File: config.mk
export PLATFORM = sky130hd
export DESIGN_NAME = count4
export DESIGN_NICKNAME = d
export VERILOG_FILES = /design/src/rtl/count4.sv
export SDC_FILE = /design/constraint.sdc
export NUM_CORES = 1
export LEC_CHECK = 0
export CAP_MARGIN = 20
export CORE_AREA = 3 3 40 42
export CTS_CLUSTER_SIZE = 28
export DETAILED_ROUTE_END_ITERATION = 10
export DIE_AREA = 0 0 43 45
export SLEW_MARGIN = 20
export SYNTH_ARGS = -nofsm -noshare
export SYNTH_HDL_FRONTEND = slang
export SYNTH_SLANG_ARGS = --single-unit
export TNS_END_PERCENT = 10
File: constraint.sdc
create_clock -name clk -period 1 [get_ports clk]
set_clock_uncertainty 0.15 [all_clocks]
set_input_delay 0.2 -clock clk [delete_from_list [all_inputs] [get_ports clk]]
set_output_delay 0.2 -clock clk [all_outputs]
set_load 0.05 [all_outputs]
File: src/rtl/count4.sv
// Free-running unsigned up-counter with an asynchronous, active-high reset.
// The count register drives the output port directly, so a new value is visible right after the edge.
module count4 #(
    parameter int unsigned WIDTH     = 4,
    parameter int unsigned RESET_VAL = 0
) (
    output logic [WIDTH-1:0] out,
    input  logic             reset,
    input  logic             clk
);

    // Reset value reduced modulo 2^WIDTH by truncation to the counter width
    localparam logic [WIDTH-1:0] RESET_VAL_W = WIDTH'(RESET_VAL);

    logic [WIDTH-1:0] out_d;
    logic [WIDTH-1:0] out_q;

    always_comb begin
        out_d = out_q + WIDTH'(1);
    end

    always_ff @(posedge clk or posedge reset) begin
        if (reset) begin
            out_q <= RESET_VAL_W;
        end else begin
            out_q <= out_d;
        end
    end

    assign out = out_q;

endmodule

==> impl_metrics.ini <==
[outcome]
status = finished with violations
violations = negative setup slack

[synth]
ys_types = 6
synth_simple_gate_area_share_pct = 6.780
synth_compound_area_share_pct = 0
netlist_area_um2 = 147.6
synth_fp_nets = 13
synth_seq_cells = 4
synth.mux.area_fraction_pct = 0
yosysWarnings = 0
syn_inst = 10
yosys.area_share.adder_pct = 8.475
synth.avg_cell_area_um2 = 14.76
synth_top_family_by_area = XOR/XNOR gates
synth_seq_area_share_pct = 67.80
synth-xor-area-share_pct = 11.86

[sta]
setup_violations = 7
finalHoldViolations = 0
setup_slack_ns = -0.1591
finalCriticalPeriod_ns = 1.159
period_share_pct = 115.9
maxSlewViolCount = 0
setup_tns_ns = -0.8470
rsz0062_at_grt = yes
worstMarginPinSlew_ns = 0.1545
max_freq_ghz = 0.8628
slew_headroom_pct = 89.69
holdWs_ns = 0.004742

[clock_network]
hold_buffers = 0
clk_latency_ns = 0.23
cts_max_level = 1
root_buffer = clkbuf_4
cts_made_buffers = 3
cts.reportedPaths.clkPinSlew_ns = 0.04
cts_buffer_depth = 2
clock_sinks = 4
cts_tree = yes

[floorplanning]
fp.dieH_um = 45
num_rows = 13
dieWidth_um = 43
core_area_mm2 = 0.001285
die-area_mm2 = 0.001935
initial_core_util_pct = 11.49
io_pins = 6

[hold_path]
min_path_type = primary input to asynchronous set/reset pin

[cells_and_area]
mostFrequentLayoutCells = buf_12 (4), clkbuf_4 (3), dfrtp_2 (3), buf_4 (3)
layout_commonest_cell = buf_12
fillers = 138
nNetsFinal = 28
finalNonFillerCells = 39
largest_reg_flops = 4
antennaDiodeCount = 0
post-route-util_pct = 26.78
fin_area_um2 = 344.1
drive_above_1_share_pct = 70.83
syn_to_final_growth_pct = 133.1

[critical_path]
reg2reg_to = out[2]
crit_path_top_delay_cell = dfrtp_2
rrSetupSlack_ns = -0.10
cp_slowest_stage_delay_ns = 0.42
worstPathCellList = buf_12
required_ns = 0.65
worst-path-buf-inv = 1
crit_fanout = 2
rr_startpoint = out[1]
critPathLaunchType = flip-flop
critPathKind = flip-flop to output port
crit_arrival_ns = 0.81
crit_family = flip-flops
r2r_cells = 3
critPathCaptureType = output port

[power_and_ir_drop]
power_density_mw_per_mm2 = 1126
peakVddDrop_mv = 0.2284
power.leakage_nw = 0.1647

[grt]
antenna_found_initial = 0
grt_max_degree = 5
grtUsageTotal_pct = 5.013
grt_pass1_wl_um = 621
grt.overflow.total = 0
grt_pass1_vias = 163

[drt]
route.detailed.drc = 0
num_vias = 117
drtPass1Iterations = 1
drt_iter0_markers = 0
routedWlPerCell_um = 9.256
routed_wl_um = 361
route.antenna.remaining_nets = 0
vias_per_cell = 3.000

[placement]
placed_cells = 32
place.gp.congestion = 0.6563
io_buffers = 5
placed_cell_area_um2 = 277.8

[job]
maxCapViolations = 0
## cell usage after synthesis
| library cell | instances | area [um^2] |
|---|---|---|
| xor2_1 | 1 | 8.760 |
| nand3_2 | 1 | 10.01 |
| dfrtp_1 | 4 | 100.1 |
| inv_1 | 2 | 7.510 |
| xnor2_1 | 1 | 8.760 |
| ha_1 | 1 | 12.51 |
## through the flow
step / total power (W) / setup WS [ns]
floorplan: 0.0001674 / -0.1477
global placement: 0.0001716 / -0.009118
detailed placement: 0.0001720 / -0.02277
CTS: 0.0004022 / -0.1663
global route: 0.0004017 / -0.1765
finish: 0.0003875 / -0.1591
## worst max-delay path by stage
stage,from,endpoint,cells after the start
final,out[1],out[1],1
after global routing,out[2],out[2],1
after CTS,out[2],out[2],1
after detailed placement,out[0],out[2],2
after global placement,out[0],out[2],2
after floorplan,out[0],out[2],2
## cell families (layout without fill, tap and decap cells)
logic type	Yosys count	in the layout
buffers and inverters	2	16
xor gates and xnor gates	2	2
adders and majority gates	1	1
DFF	4	4
and+or+nand+nor	1	1
## layout make-up
type	instances	area, um^2	share of cell area (%)
Timing Repair Buffer	10	135.1	39.27
Sequential cell	4	103.9	30.18
Multi-Input combinational cell	4	52.55	15.27
Clock buffer	4	26.28	7.636
Tap cell	15	18.77	5.455
Inverter	2	7.507	2.182
## what timing repair did
action,4_1_cts,5_1_grt
endpoints found under the setup margin,6,7
resized for setup,0,3
setup buffers,3,0
## where the power goes
part / switching (W) / leakage, nW / internal (W) / total (W)
Combinational: 0.00000347 / 0.102 / 0.00000367 / 0.00000714
Clock: 0.0000679 / 0.0150 / 0.000150 / 0.000218
Sequential: 0 / 0.0482 / 0.000163 / 0.000163
## routing by layer
metal	track usage [%]	vias to the layer above	wire length, um
met2	7.485	6	206
li1	-	57	-
met1	3.650	54	107
met4	7.229	0	0
met5	0	-	0
met3	3.187	0	46
Power figures use the tool's default switching activity.
